### src/rtl/endian_stream_converter.sv
// Endian stream converter: per-beat byte-lane swap followed by a 2-deep
// registered pipeline (output register plus skid register) with ready/valid handshakes.
module endian_stream_converter #(
    parameter int unsigned BYTE_SIZE   = 8,
    parameter int unsigned INPUT_BYTES = 4,
    parameter int unsigned COUNT_WIDTH = 16
) (
    input  logic                              clk,
    input  logic                              rst,
    input  logic                              in_valid,
    output logic                              in_ready,
    input  logic [INPUT_BYTES*BYTE_SIZE-1:0]  in_data,
    input  logic [1:0]                        in_mode,
    input  logic                              in_last,
    output logic                              out_valid,
    input  logic                              out_ready,
    output logic [INPUT_BYTES*BYTE_SIZE-1:0]  out_data,
    output logic                              out_last,
    output logic [COUNT_WIDTH-1:0]            beat_count,
    output logic                              busy
);

    localparam int unsigned Width = INPUT_BYTES * BYTE_SIZE;

    logic [Width-1:0]       swapped;
    logic                   in_fire;
    logic                   out_fire;

    logic                   out_valid_q;
    logic [Width-1:0]       out_data_q;
    logic                   out_last_q;
    logic                   skid_valid_q;
    logic [Width-1:0]       skid_data_q;
    logic                   skid_last_q;
    logic [COUNT_WIDTH-1:0] count_q;

    // Lane remap happens before the registers so out_data is always a flop output.
    always_comb begin
        int unsigned src;
        swapped = '0;
        src     = 0;
        for (int unsigned i = 0; i < INPUT_BYTES; i++) begin
            case (in_mode)
                2'd0:    src = i;
                2'd1:    src = INPUT_BYTES - 1 - i;
                2'd2:    src = i ^ 1;
                default: src = (i + INPUT_BYTES / 2) % INPUT_BYTES;
            endcase
            swapped[i*BYTE_SIZE +: BYTE_SIZE] = in_data[src*BYTE_SIZE +: BYTE_SIZE];
        end
    end

    assign in_ready = ~skid_valid_q;
    assign in_fire  = in_valid & in_ready;
    assign out_fire = out_valid_q & out_ready;

    always_ff @(posedge clk) begin
        if (rst) begin
            out_valid_q  <= 1'b0;
            out_data_q   <= '0;
            out_last_q   <= 1'b0;
            skid_valid_q <= 1'b0;
            skid_data_q  <= '0;
            skid_last_q  <= 1'b0;
        end else if (out_fire) begin
            // in_ready is low whenever the skid is full, so no accept can collide here.
            if (skid_valid_q) begin
                out_data_q   <= skid_data_q;
                out_last_q   <= skid_last_q;
                skid_valid_q <= 1'b0;
            end else if (in_fire) begin
                out_data_q <= swapped;
                out_last_q <= in_last;
            end else begin
                out_valid_q <= 1'b0;
            end
        end else if (in_fire) begin
            if (!out_valid_q) begin
                out_valid_q <= 1'b1;
                out_data_q  <= swapped;
                out_last_q  <= in_last;
            end else begin
                skid_valid_q <= 1'b1;
                skid_data_q  <= swapped;
                skid_last_q  <= in_last;
            end
        end
    end

    always_ff @(posedge clk) begin
        if (rst) begin
            count_q <= '0;
        end else if (out_fire && (count_q != '1)) begin
            count_q <= count_q + 1'b1;
        end
    end

    assign out_valid  = out_valid_q;
    assign out_data   = out_data_q;
    assign out_last   = out_last_q;
    assign beat_count = count_q;
    assign busy       = out_valid_q | skid_valid_q;

endmodule
### config.mk
export PLATFORM = sky130hd
export DESIGN_NAME = endian_stream_converter
export DESIGN_NICKNAME = d
export VERILOG_FILES = /design/src/rtl/endian_stream_converter.sv
export SDC_FILE = /design/constraint.sdc
export NUM_CORES = 1
export LEC_CHECK = 0
export BUFFER_PORTS_ARGS = -buffer_cell sky130_fd_sc_hd__buf_2
export CORE_ASPECT_RATIO = 1.2
export CORE_UTILIZATION = 50
export DETAILED_ROUTE_END_ITERATION = 10
export PLACE_DENSITY = 0.82
export SYNTH_ARGS = -nofsm -noshare
export SYNTH_HDL_FRONTEND = slang
export SYNTH_SLANG_ARGS = --single-unit
### constraint.sdc
create_clock -name clk -period 4.35 [get_ports clk]
set_input_delay 0.435 -clock clk [delete_from_list [all_inputs] [get_ports clk]]
set_output_delay 0.435 -clock clk [all_outputs]
set_load 0.05 [all_outputs]
==> results by group <==
Outcome
  – Outcome: completed

Critical path
  – Critical path data arrival time: 2670 ps
  – Worst Path Max Fanout: 49
  – Crit path from: out_valid
  – Crit path to: out_data[20]
  – Req. time, crit path: 4630 ps
  – Critical Path Start Type: flip-flop
  – Setup slack, reg-to-reg: 1960 ps
  – Setup CP Type: flip-flop to flip-flop
  – R2R Path End: out_data[20]
  – Launching point of the worst reg2reg path: out_valid
  – Cells on worst reg2reg path: 5
  – CP Capture Type: flip-flop

Layout
  – Most frequent cells in the layout: 144 x nand2_1, 90 x buf_2, 84 x dfxtp_1, 42 x a21oi_1, 37 x o21ai_0
  – Share of cells above drive strength 1: 27.7%
  – Commonest non-fill, non-tap cell in the layout: nand2_1
  – Nets@finish: 604
  – Final core occ: 60.6%
  – Multi-input logic area: 2410 µm²
  – Filler cells: 739
  – N_diodes: 0
  – FF+latch area: 1680 µm²
  – Syn-to-layout area delta: 16.7%

Clock tree
  – Clk buf depth: 2
  – CTS buffer count: 9
  – CTS sink cnt: 84
  – Clock Pin Slew Worst Setup and Hold Paths: 90 ps
  – Post-CTS Resized: 0
  – Worst skew pair latency: 360 ps
  – CTS tree: built
  – H-Tree Depth: 3
  – Hold-fix buffers, CTS: 0
  – Post CTS Setup Buffer Count: 0
  – CTS root buf: clkbuf_8

Die
  – Die area: 8890 µm²
  – Io pins: 91
  – Die W: 86.2 µm
  – Area of the core: 8200 µm²
  – Die height: 103 µm
  – Starting Density: 51.9%
  – Num rows: 36

Timing
  – Fmax: 419 MHz
  – Rel. slew slack: 16.6%
  – Tightest Pin Transition: 1250 ps
  – Final-report max-slew violation count: 0
  – RSZ-0062 raised after global routing: false
  – Fin crit period: 2390 ps
  – Endpoints failing hold: 0
  – Final setup violation count: 0
  – Fin crit share: 54.9%
  – Clock skew: 10.9 ps
  – Setup tns final: 0 ps

Detailed routing
  – DRC: 0
  – Antenna Nets Post-Route: 0
  – Vias/cell: 5.97
  – Pre-antenna DRT Iters: 5
  – Average wire per standard cell: 15.9 µm
  – Total number of vias: 4051
  – WL final: 10800 µm
  – DR iter-0 viols: 278

GRT
  – Initial antenna violation count: 0
  – Grt total ovfl: 0
  – First-pass GRT wire length: 17000 µm
  – Largest net degree at the start of global routing: 51
  – Vias in the first global route: 3611
  – GRT Total Usage: 24.9%

Worst hold path
  – HP Class: input port to flip-flop

Synth
  – Async SR Flop Fraction: 0%
  – Main synth FF type: dfxtp_1
  – Synth cell types: 39
  – FF+latch count, synth: 84
  – Mapped Avg Cell Area: 8.65 µm²
  – Sequential area share after synthesis: 39.5%
  – EDFF count, synth: 0
  – Synth warnings: 0
  – Syn Nets: 536
  – Synthesized instance count: 492
  – Synthesized area: 4260 µm²

Pwr
  – Peak supply drop: 0.000205 V
  – Tot Pwr: 1.90 mW
  – Pwr dens: 383 nW/µm²
  – Lkg Pwr: 1.94 nW

Placed design
  – PortBufs: 90
  – Global placement routability congestion: 0.866
  – DP Wirelength: 7320 µm

Flow run
  – Max_cap viols: 0
## worst max-delay path, cell delays in order, from the launching register on
cell and delay, ps:
dfxtp_1 410, nand2_1 340, a21oi_4 930, buf_4 350, o21ai_0 100, a31oi_1 170
## stage by stage
step	setup slack, ps	instance area [µm²]	hold WS, ps	cells
after detailed placement	1850	4750	447	663
after CTS	1970	4970	321	678
after global routing	1720	4970	322	678
after floorplan	2150	4260	437	492
after global placement	1950	4750	441	663
final	1960	4970	324	678
## layer usage
metal  global-route usage, %  routed length, µm  part of all wire (%)  up-vias
met1                    30.9               4420                    41     1944
met3                    4.96                768                   7.1       15
li1                        -                  -                     -     1909
met4                    9.36                195                   1.8        0
met5                       0                  0                     0        -
met2                    42.9               5370                    50      183
## worst min path at each step
stage,startpoint,slack [ps],cells past startpoint,to
floorplan,skid_data_q[0],440,2,skid_data_q[0]
global placement,skid_data_q[22],440,2,skid_data_q[22]
detailed placement,skid_data_q[13],450,2,skid_data_q[13]
CTS,in_last,320,3,skid_last_q
global route,in_last,320,3,skid_last_q
finish,in_last,320,3,skid_last_q
## synthesized netlist by cell type, types with 2 or more instances
library cell	instances	area (µm²)
a21oi_1	43	215
a31oi_1	32	200
buf_1	2	7.51
buf_2	9	45.0
clkbuf_1	27	101
dfxtp_1	84	1680
ha_1	5	62.6
inv_1	7	26.3
mux2_2	2	22.5
mux4_2	32	721
nand2_1	144	541
nand3_1	7	35.0
nand4_1	3	18.8
nor2_1	9	33.8
nor2b_1	2	12.5
nor3_1	4	20.0
nor4_1	6	37.5
o21a_1	3	22.5
o21ai_0	37	185
o311ai_0	2	17.5
o31a_1	3	26.3
o41ai_1	4	35.0
or2_2	4	25.0
or3_1	6	37.5
## sequential cells by signal, summed over array words and instances (netlist names)
register and flops:
out_data 32, out_valid 1, out_last 1, skid_valid_q 1, beat_count 16, skid_last_q 1, skid_data_q 32
## logic make-up after synthesis
family / Yosys count / synth area share (%)
multiplexers: 35 / 17.7
AO/OA/AOI/OAI: 129 / 17.5
AND/OR/NAND/NOR: 193 / 19.5
buffers and inverters: 46 / 4.41
flip-flops: 84 / 39.5
adder cells (fa/ha/maj): 5 / 1.47
## area by class of cell
| type | instances | area share (%) |
|---|---|---|
| well taps | 114 | 2.87 |
| clock inverters | 6 | 1.81 |
| repair buffers | 96 | 9.97 |
| clock buffers | 9 | 2.49 |
| flip-flops and latches | 84 | 33.9 |
| inverters | 7 | 0.529 |
| multi-input cells | 362 | 48.5 |
## power by group
group | internal [mW] | total, mW | leakage, nW | switching, mW
clock network | 0.321 | 0.604 | 0.105 | 0.283
logic | 0.148 | 0.455 | 1.15 | 0.306
registers | 0.816 | 0.844 | 0.686 | 0.0283
total | 1.29 | 1.90 | 1.94 | 0.618
Note: power is estimated with default switching activity, not from simulation.
